$ cat src/rtl/adder_unit.sv
// WIDTH-bit adder with combinational sum/carry/overflow and a registered result path
// that also keeps a saturating count of accepted signed-overflow operations.
module adder_unit #(
  parameter int WIDTH     = 32,
  parameter int CNT_WIDTH = 16
) (
  input  logic                 clk,
  input  logic                 rst,
  input  logic [WIDTH-1:0]     a,
  input  logic [WIDTH-1:0]     b,
  input  logic                 in_valid,
  output logic [WIDTH-1:0]     sum,
  output logic                 carry,
  output logic                 overflow,
  output logic                 out_valid,
  output logic [WIDTH-1:0]     sum_q,
  output logic                 carry_q,
  output logic                 overflow_q,
  output logic [CNT_WIDTH-1:0] ovf_count
);

  localparam logic [CNT_WIDTH-1:0] CNT_MAX = {CNT_WIDTH{1'b1}};

  logic [WIDTH:0]         full_sum;
  logic                   out_valid_q, out_valid_d;
  logic [WIDTH-1:0]       res_sum_q, res_sum_d;
  logic                   res_carry_q, res_carry_d;
  logic                   res_ovf_q, res_ovf_d;
  logic [CNT_WIDTH-1:0]   ovf_count_q, ovf_count_d;

  // Datapath stays outside the clocked logic so reset and in_valid never touch it.
  always_comb begin
    full_sum = {1'b0, a} + {1'b0, b};
  end

  assign sum      = full_sum[WIDTH-1:0];
  assign carry    = full_sum[WIDTH];
  assign overflow = (a[WIDTH-1] == b[WIDTH-1]) && (full_sum[WIDTH-1] != a[WIDTH-1]);

  always_comb begin
    out_valid_d = in_valid;
    res_sum_d   = res_sum_q;
    res_carry_d = res_carry_q;
    res_ovf_d   = res_ovf_q;
    ovf_count_d = ovf_count_q;
    if (in_valid) begin
      res_sum_d   = sum;
      res_carry_d = carry;
      res_ovf_d   = overflow;
      if (overflow && (ovf_count_q != CNT_MAX)) begin
        ovf_count_d = ovf_count_q + 1'b1;
      end
    end
  end

  always_ff @(posedge clk) begin
    if (rst) begin
      out_valid_q <= 1'b0;
      res_sum_q   <= '0;
      res_carry_q <= 1'b0;
      res_ovf_q   <= 1'b0;
      ovf_count_q <= '0;
    end else begin
      out_valid_q <= out_valid_d;
      res_sum_q   <= res_sum_d;
      res_carry_q <= res_carry_d;
      res_ovf_q   <= res_ovf_d;
      ovf_count_q <= ovf_count_d;
    end
  end

  assign out_valid  = out_valid_q;
  assign sum_q      = res_sum_q;
  assign carry_q    = res_carry_q;
  assign overflow_q = res_ovf_q;
  assign ovf_count  = ovf_count_q;

endmodule

$ cat config.mk
export PLATFORM = sky130hd
export DESIGN_NAME = adder_unit
export DESIGN_NICKNAME = d
export VERILOG_FILES = /design/src/rtl/adder_unit.sv
export SDC_FILE = /design/constraint.sdc
export NUM_CORES = 1
export LEC_CHECK = 0
export ABC_AREA = 1
export CORE_MARGIN = 2
export CORE_UTILIZATION = 28
export CTS_CLUSTER_SIZE = 20
export DETAILED_ROUTE_END_ITERATION = 8
export MAX_ROUTING_LAYER = met4
export PLACE_DENSITY = 0.56
export SYNTH_ARGS = -nofsm -noshare
export SYNTH_HDL_FRONTEND = slang
export SYNTH_SLANG_ARGS = --single-unit
$ cat constraint.sdc
create_clock -name clk -period 3.2 [get_ports clk]
set_input_delay 0.64 -clock clk [delete_from_list [all_inputs] [get_ports clk]]
set_output_delay 0.64 -clock clk [all_outputs]
set_load 0.02 [all_outputs]
-- Yosys cells after proc, flatten, opt, wreduce, memory -nomap -nowiden
Cells that the tools add are included.
- flip-flop bits (word level): 51
- bits of input ports: 67
- output and inout port bits: 85
- word-level logic and storage cells: 13
- add/sub/neg operators: 2
- equal/unequal tests: 3
- reduce and logical (&&, ||, !) cells: 3
- operator list (operator ; number):
    adder 32 x 32 -> 33 bit ; 1
    adder 16 x 1 -> 16 bit, second input constant ; 1
    inequality test 16 bit, second input constant ; 1
    logical AND 1 bit ; 2
    AND reduction 2 bit ; 1
    equality test 1 bit ; 1
    inequality test 1 bit ; 1

-- Longest topological paths before layout
- depth in word-level cells: 5
- gate-level depth with buffers: 16
- depth with buffers taken out: 16

-- Worst setup path after synthesis
No wires, ideal clock.
- path type: in2out
- from: input a[0]
- to: output sum[14]
- data arrival time: 2.407 ns
- path slack: 0.153 ns
- stages on the path: 11
- path buffers: 0
- path through: ha_1 -> inv_1 -> fa_1 -> o21ai_2 -> nand2_1 -> nand2_1 -> inv_1 -> o21ai_1 -> nand2_1 -> nand2_1 -> xor2_1
- word-level cells in the longest chain between the ends: 1
- RTL lines (item ; RTL line ; source):
    start: declaration ; 9 ; input logic [WIDTH-1:0] a,
    adder 32 x 32 -> 33 bit ; 33 ; full_sum = {1'b0, a} + {1'b0, b};
    end: declaration ; 12 ; output logic [WIDTH-1:0] sum,
Every way passes these cells.

-- Final worst setup path
- from: input a[2]
- to: output sum[3]
Same word-level chain as after synthesis.

==> impl_metrics.py <==
metrics = {
    "sta": {
        "slew_violations": 0,
        "worst_slack_ns": 0.0602,
        "timing.hold.ws_ns": 0.470,
        "setup_tns_ns": 0,
        "final-hold-violation-count": 0,
        "fmaxAchievable_mhz": 318,
        "worstMarginPinSlew_ns": 0.634,
        "grt_setup_unrepaired": "true",
        "min_period_over_period": 0.981,
        "maxSlewHeadroom": 0.577,
        "finalSetupViolations": 0,
        "fin_crit_ns": 3.14,
        "finClkSkew_ns": 0.00365,
    },
    "critical_path": {
        "cpMaxStageDelayCell": "clkdlybuf4s50_1",
        "endpoint_kind": "primary output",
        "critPathTopFamily": "buffers and inverters",
        "worst-r2r-setup-slack_ns": 0.89,
        "rr_startpoint": "ovf_count[0]",
        "cp_data_arrival_time_ns": 2.50,
        "critPathBufInv": 3,
        "critPathLaunchType": "primary input",
        "cp_cell_sequence": "clkdlybuf4s15_1 > ha_1 > or2_1 > and2_4 > buf_4 > xor2_1 > clkdlybuf4s50_1",
        "criticalPathCategory": "primary input to primary output",
        "critPathMaxStageDelay_ns": 0.67,
        "ff2ff_path_depth": 12,
        "path_max_fanout": 2,
        "worstReg2RegEnd": "ovf_count[0]",
        "cp.required_ns": 2.56,
    },
    "finish": {
        "drive_gt1_frac": 0.382,
        "antenna_cells": 0,
        "synthToLayoutAreaGrowth_pct": 86.1,
        "fin_area_um2": 8150,
        "nNetsFinal": 1063,
        "instances_no_fill": 1174,
        "post-route-util": 0.534,
    },
    "power_and_ir_drop": {
        "clkPwrFrac": 0.218,
        "power.static_leakage_nw": 3.79,
        "total_power_mw": 2.90,
        "p_per_area_nw_per_um2": 356,
        "combPwrFrac": 0.539,
        "p_int_mw": 1.80,
        "share_seq_of_total_power": 0.243,
        "p_switching_mw": 1.10,
        "swShare": 0.378,
        "vdd_drop_max_mv": 0.239,
    },
    "clock_network": {
        "h-tree-depth": 2,
        "ctsLongestPathBuffers": 2,
        "cts_tree": "done",
        "cts_buffers": 5,
        "cts.sinks": 51,
        "path_clk_slew_ns": 0.08,
        "hold_buffers": 0,
        "root_buffer": "clkbuf_16",
        "worstSkewPairLatency_ns": 0.30,
    },
    "min_path": {
        "holdPathEnd": "overflow_q",
        "whs_path_depth": 2,
        "hp-start": "overflow_q",
        "hp-class": "register to register",
    },
    "die": {
        "rows": 45,
        "design.core.area_um2": 15300,
        "start_util": 0.287,
        "dieArea_um2": 16700,
        "die_h_um": 129,
        "die_w_um": 129,
        "ios": 152,
    },
    "outcome": {
        "outcome": "complete, no violations",
    },
    "global_routing": {
        "gr-total-overflow": 0,
        "grt-busiest-layer": "met2",
        "antenna_found_initial": 0,
        "grt_max_degree": 54,
        "first_global_vias": 5277,
        "grt_first_pass_wirelength_um": 26300,
        "grt_util_met3": 0.0173,
        "gr-usage-met1": 0.264,
        "use_met2": 0.350,
        "grt.total_usage": 0.204,
    },
    "synthesis": {
        "ys_ff_latch": 51,
        "synth.avg_cell_area_um2": 6.47,
        "synthesis.nets": 778,
        "synthArstFlopShare": 0,
        "ys.flop_type": "dfxtp_1",
        "synth_edf_count": 0,
        "ys_seq_area_frac": 0.233,
        "syn_area_um2": 4380,
        "syn-instance-count": 677,
        "synth_cell_types": 45,
        "yosysWarningCount": 0,
    },
    "route": {
        "viasPerCell": 4.52,
        "dr.pass1.iters": 4,
        "wl_um": 16500,
        "route.antenna.remaining_nets": 0,
        "dr.first_iter.drc_count": 222,
        "drc": 0,
        "post_drt_wl_per_cell_um": 14.1,
        "vias": 5307,
    },
    "flow_run": {
        "maxCapViolCount": 0,
    },
    "placed_design": {
        "dpl_cell_area_um2": 6950,
        "port_buffers": 151,
        "dp_hpwl_um": 12600,
        "place_inst": 1142,
        "place_ws_ns": -0.967,
        "gp_congestion": 0.917,
    },
}
## sequential cells by signal (all words and copies together) (netlist names)
signal,flops
carry_q,1
ovf_count,16
sum_q,32
overflow_q,1
out_valid,1
## worst max path at each step
stage | end | slack, ns | depth (start not counted) | start
2_1_floorplan | sum[14] | 0.15 | 11 | a[0]
3_3_place_gp | sum[28] | -0.95 | 13 | a[0]
3_5_place_dp | sum[28] | -0.97 | 13 | a[0]
4_1_cts | sum[29] | 0.00004 | 14 | a[1]
5_1_grt | sum_q[27] | -0.07 | 23 | b[3]
6_report | sum[3] | 0.06 | 7 | a[2]
## cells in the final DEF, fill, tap and decap left out, types with 5 or more instances in the layout
master,netlist,routed
xnor2_1,11,11
o21ai_1,9,9
dlygate4sd2_1,0,39
dfxtp_1,51,51
nand4_1,20,20
nand2_1,138,101
o21ai_0,31,26
clkbuf_16,0,5
a21oi_1,33,15
dlymetal6s2s_1,0,11
nor3_2,1,8
nand3_2,2,5
a21oi_2,13,26
o211ai_1,5,5
nand2_4,3,11
nand2_2,16,45
a21oi_4,1,6
nor2_1,105,90
xor2_2,0,8
xor2_1,24,15
clkdlybuf4s50_1,0,67
inv_1,90,87
buf_2,3,7
ha_4,0,29
nor2_4,2,7
buf_6,0,19
buf_4,0,144
nand3_1,32,28
inv_2,4,7
nor2_2,2,12
## cell usage after synthesis, types with 2 or more instances
master | n | area share
nand2_1 | 138 | 0.12
nor2_1 | 105 | 0.090
inv_1 | 90 | 0.077
dfxtp_1 | 51 | 0.23
a21oi_1 | 33 | 0.038
ha_1 | 33 | 0.094
nand3_1 | 32 | 0.037
o21ai_0 | 31 | 0.035
xor2_1 | 24 | 0.048
nand4_1 | 20 | 0.029
nand2_2 | 16 | 0.023
a21oi_2 | 13 | 0.026
xnor2_1 | 11 | 0.022
nor3_1 | 10 | 0.011
clkbuf_1 | 9 | 0.0077
o21ai_1 | 9 | 0.010
o211ai_1 | 5 | 0.0086
a21o_1 | 4 | 0.0069
inv_2 | 4 | 0.0034
buf_2 | 3 | 0.0034
nand2_4 | 3 | 0.0077
o21bai_1 | 3 | 0.0051
a31oi_1 | 2 | 0.0029
buf_1 | 2 | 0.0017
buf_8 | 2 | 0.0069
clkinv_1 | 2 | 0.0017
nand3_2 | 2 | 0.0046
nor2_2 | 2 | 0.0029
nor2_4 | 2 | 0.0051
## cell families (layout without fill, tap and decap cells)
family	Yosys count	in the layout	synth area share
fa+ha+maj	34	34	0.0989
compound gates	105	105	0.144
simple gates	340	340	0.352
buf+inv	112	398	0.102
xor+xnor	35	35	0.0700
flops	51	51	0.233
## layout make-up
| type | count | area [µm²] |
|---|---|---|
| Tap cell | 211 | 264 |
| Fill cell | 1482 | 7110 |
| Timing Repair Buffer | 294 | 2540 |
| Clock inverter | 3 | 46.3 |
| Sequential cell | 51 | 1020 |
| Inverter | 96 | 360 |
| Clock buffer | 5 | 125 |
| Multi-Input combinational cell | 514 | 3790 |
## power by group through the flow
| stage | combinational (mW) | clock [mW] | sequential, mW |
|---|---|---|---|
| floorplan | 0.572 | 0 | 0.774 |
| global placement | 1.34 | 0 | 0.717 |
| detailed placement | 1.34 | 0 | 0.720 |
| CTS | 1.48 | 0.649 | 0.705 |
| global route | 1.68 | 0.673 | 0.710 |
| finish | 1.56 | 0.633 | 0.705 |
## worst min-delay path, cell delays in order (launching register included)
cell and delay [ns]:
dfxtp_1 0.31, nand2_1 0.06, a21oi_1 0.06
## layer usage
layer,vias to the layer above,part of all wire
met5,-,0
met4,0,0.012
met3,16,0.029
met2,113,0.49
met1,2437,0.47
li1,2741,-
## what timing repair did
item                                    in CTS  in global routing
gates resized for setup                    291                 76
endpoints found under the setup margin      32                 28
pin swaps                                   58                 30
buffers inserted                            20                  4
Power figures use the tool's default switching activity.
==> variant 1 (config.mk and constraints unchanged) <==
Make the reset (`rst`) asynchronous in one clocked block.
--- a/src/rtl/adder_unit.sv
+++ b/src/rtl/adder_unit.sv
@@ -53,7 +53,7 @@
     end
   end
 
-  always_ff @(posedge clk) begin
+  always_ff @(posedge clk or posedge rst) begin
     if (rst) begin
       out_valid_q <= 1'b0;
       res_sum_q   <= '0;
Formal check against the unedited RTL: differs if rst is asserted again (counterexample within 4 cycles, from zero or initial values and one cycle with rst high); with rst held inactive, the same outputs for 10 cycles.
==> variant 1 against the original RTL <==
- cell area grew 0.20%
- largest cell class unchanged
- highest routed layer unchanged
- clock power is 1% higher
- sequential cell count unchanged
- routed wire length rose by 0.79%
- maximum frequency hardly changed
- setup slack lost 0.0018 ns
- power grew 11%
- synthesized area up 5.6%
- non-clock buffer count is 30 lower
- largest power group unchanged
==> variant 1: results <==
[placement]
dpl_cell_area_sq_um = 7130
dp_hpwl_um = 12800
pre_cts_slack_ns = -0.874

[routing]
drtPass1Iterations = 6
vias_per_cell = 4.48
wirelength_um = 16700

[layout]
multi_input_area_share_pct = 47.6
nonClkBufAreaFrac_pct = 28.3
sh_seq_area_pct = 15.6
seq_cells = 51
fin_nets = 1026
n_all_buffers = 264
drive_gt1_share_pct = 36.3
clk_share_pct = 2.07
fillers = 1610
multi_input_cells = 536
nNonClkInverters = 67

[pwr]
vdd_ir_drop_max_mv = 0.293
powerDensity_nw_per_um2 = 395
p_leak_nw = 4.01
p_total_mw = 3.23
p_comb_mw = 1.76
p_int_mw = 1.95
p_clk_share_pct = 19.9

[critical_path]
worst-path-max-fanout = 4
r2r_end = ovf_count[11]$_DFFE_PP0P_
rr_startpoint = ovf_count[0]$_DFFE_PP0P_
startpoint = a[29]
reg2reg_depth = 9
r2r_slack_ns = 0.95
cp_slowest_stage_delay_ns = 0.41

[sta]
finalCritPeriodShare_pct = 98.2
skew_ns = 0.00352
slew_headroom_pct = 64.9

[run_status]
status = finished, final reports clean

[synth]
synth.top_cells.by_area = dfrtp_1, nand2_1, ha_1
synthAdderAreaFrac_pct = 9.36
ys_async_sr_fraction_pct = 100
ys_top_cells_by_count = nand2_1, inv_1, dfrtp_1
synth_compound_area_share_pct = 8.55
yosysSeqAreaShare_pct = 27.6
synth_cell_types = 41

[die]
taps = 216

[global_routing]
grt_pass1_vias = 5163
grt_usage_pct = 19.4
grt_max_degree = 31

[clock_network]
cts_setup_buffers = 5
==> variant 1: changes by cell type in the layout (fill, tap and decap cells not counted), moves of 11 or more <==
cell and change:
dfrtp_1 +51, a21oi_1 -11, buf_6 -14, nand2_1 +114, dfxtp_1 -51, nor2_1 -56
o21ai_0 -20, buf_4 -21, inv_1 -35, nand2_2 -11, nand4_1 -16, nand3_2 +13
==> variant 1: logic make-up (layout without fill, tap and decap cells) <==
logic type / Yosys count / in the layout
and+or+nand+nor: 406 / 406
adders and majority gates: 34 / 34
DFF: 51 / 51
AOI/OAI and AO/OA: 62 / 62
xor gates and xnor gates: 34 / 34
buffers and inverters: 79 / 339
==> variant 1: worst min path at each step <==
stage / from / to / slack (ns) / depth (start not counted)
floorplan: sum_q[0]$_DFFE_PP0P_ / sum_q[0]$_DFFE_PP0P_ / 0.58 / 2
global placement: sum_q[0]$_DFFE_PP0P_ / sum_q[0]$_DFFE_PP0P_ / 0.46 / 2
detailed placement: sum_q[0]$_DFFE_PP0P_ / sum_q[0]$_DFFE_PP0P_ / 0.46 / 2
CTS: sum_q[0]$_DFFE_PP0P_ / sum_q[0]$_DFFE_PP0P_ / 0.48 / 2
global route: sum_q[12]$_DFFE_PP0P_ / sum_q[12]$_DFFE_PP0P_ / 0.51 / 2
finish: sum_q[0]$_DFFE_PP0P_ / sum_q[0]$_DFFE_PP0P_ / 0.47 / 2
==> variant 1: stage by stage <==
step / instances / hold slack [ns]
after floorplan: 666 / 0.584
after global placement: 1126 / 0.461
after detailed placement: 1126 / 0.460
after CTS: 1139 / 0.478
after global routing: 1142 / 0.509
final: 1142 / 0.472
==> variant 1: per-layer routing <==
layer	vias up	track usage [%]	routed length [um]
li1	2644	-	-
met1	2334	25.3	7730
met2	119	31.1	7930
met3	14	2.99	747
met4	0	5.44	257
met5	-	-	0
==> variant 2 (same flow settings) <==
Made on the original files. Change the parameter `WIDTH` from 32 to 40.
--- a/src/rtl/adder_unit.sv
+++ b/src/rtl/adder_unit.sv
@@ -1,7 +1,7 @@
 // WIDTH-bit adder with combinational sum/carry/overflow and a registered result path
 // that also keeps a saturating count of accepted signed-overflow operations.
 module adder_unit #(
-  parameter int WIDTH     = 32,
+  parameter int WIDTH     = 40,
   parameter int CNT_WIDTH = 16
 ) (
   input  logic                 clk,
Interface: changed (resized a, b, sum and sum_q); port bits go from 152 to 184. The function was not compared with the original's and may differ.
==> variant 2 against the original RTL <==
- combinational power grew 35%
- synthesized area grew 23%
- cell count grew 26%
- sequential cell count grew 8
- critical endpoint is now sum[14]
- cell area grew 30%
- largest cell class unchanged
- clock power grew 60%
- routed wire length grew 37%
- power grew 36%
- setup slack lost 0.060 ns
- maximum frequency shrank 1.9%
==> variant 2: results <==
[synth]
yosysSeqAreaShare_pct = 21.9
ys_top_cells_by_count = nand2_1, nor2_1, inv_1
synth_cell_types = 42
syn_nets = 986

[critical_path]
startpoint = a[5]
cp_slowest_stage_delay_ns = 0.26
r2r_slack_ns = 0.98
crit_end = sum[14]
worst-path-max-fanout = 4
r2r_end = ovf_count[3]$_SDFFE_PP0P_
cpMaxStageDelayCell = dlygate4sd2_1

[placement]
numPortBuffers = 183
gp_congestion = 0.968

[routing]
vias_per_cell = 4.69
post_drt_wl_per_cell_um = 15.3
drtPass1Iterations = 5

[clock_network]
cts_htree_levels = 3
worstSkewPairLatency_ns = 0.34
clkSlewWorstSetupHoldPaths_ns = 0.05

[global_routing]
grt_pass1_wl_um = 34700
grt_max_degree = 40
grt_usage_pct = 22.4

[sta]
max_freq_mhz = 313
slew_headroom_pct = 65.8

[layout]
fillers = 1752
drive_gt1_share_pct = 41.6
fin_nets = 1363
largest_reg_flops = 40

[run_status]
status = finished, final reports clean

[pwr]
p_leak_nw = 4.89
==> variant 2: cell type report <==
cell class,count,share of cell area [%]
Clock buffer,10,2.26
Clock inverter,6,0.603
Tap cell,234,2.77
Inverter,131,4.65
Sequential cell,59,11.2
Timing Repair Buffer,383,31.0
Multi-Input combinational cell,654,47.5
==> variant 2: cells by family (layout without fill, tap and decap cells) <==
logic type	Yosys count	in the layout	share of synthesized area, %
flip-flops	59	59	21.9
AND/OR/NAND/NOR	412	412	33.8
buffers and inverters	148	530	10.7
XOR/XNOR	48	48	7.80
adder cells (fa/ha/maj)	42	42	9.90
AO/OA/AOI/OAI	152	152	15.9
==> variant 2: critical path: cells and delay by family <==
| family | cells | cell delay, ns |
|---|---|---|
| buf+inv | 6 | 0.87 |
| xor+xnor | 1 | 0.14 |
| fa+ha+maj | 1 | 0.25 |
| simple gates | 2 | 0.14 |
| compound gates | 3 | 0.52 |
==> variant 2: through the flow <==
step / area, sq um / cells
after detailed placement: 8660 / 1424
after global routing: 10600 / 1477
after floorplan: 5390 / 861
after global placement: 8660 / 1424
after CTS: 10000 / 1463
final: 10600 / 1477
==> variant 2: repair_timing <==
| item | CTS | global route |
|---|---|---|
| setup endpoints to repair | 40 | 32 |
| setup buffers | 23 | 14 |
| gates resized for setup | 440 | 112 |
| pin swaps | 84 | 72 |
==> variant 2: metal layers <==
metal  global-route usage [%]  wire length (um)  vias up
met3                     2.82               925       33
met2                     38.5             11100      173
met5                        -                 0        -
met1                     27.9             10100     3206
li1                         -                 -     3514
met4                     5.63               450        0
==> variant 2: power by group <==
part,internal [mW],leakage (nW),switching [mW]
clock network,0.624,0.145,0.388
registers,0.792,0.486,0.0338
logic,1.01,4.26,1.09
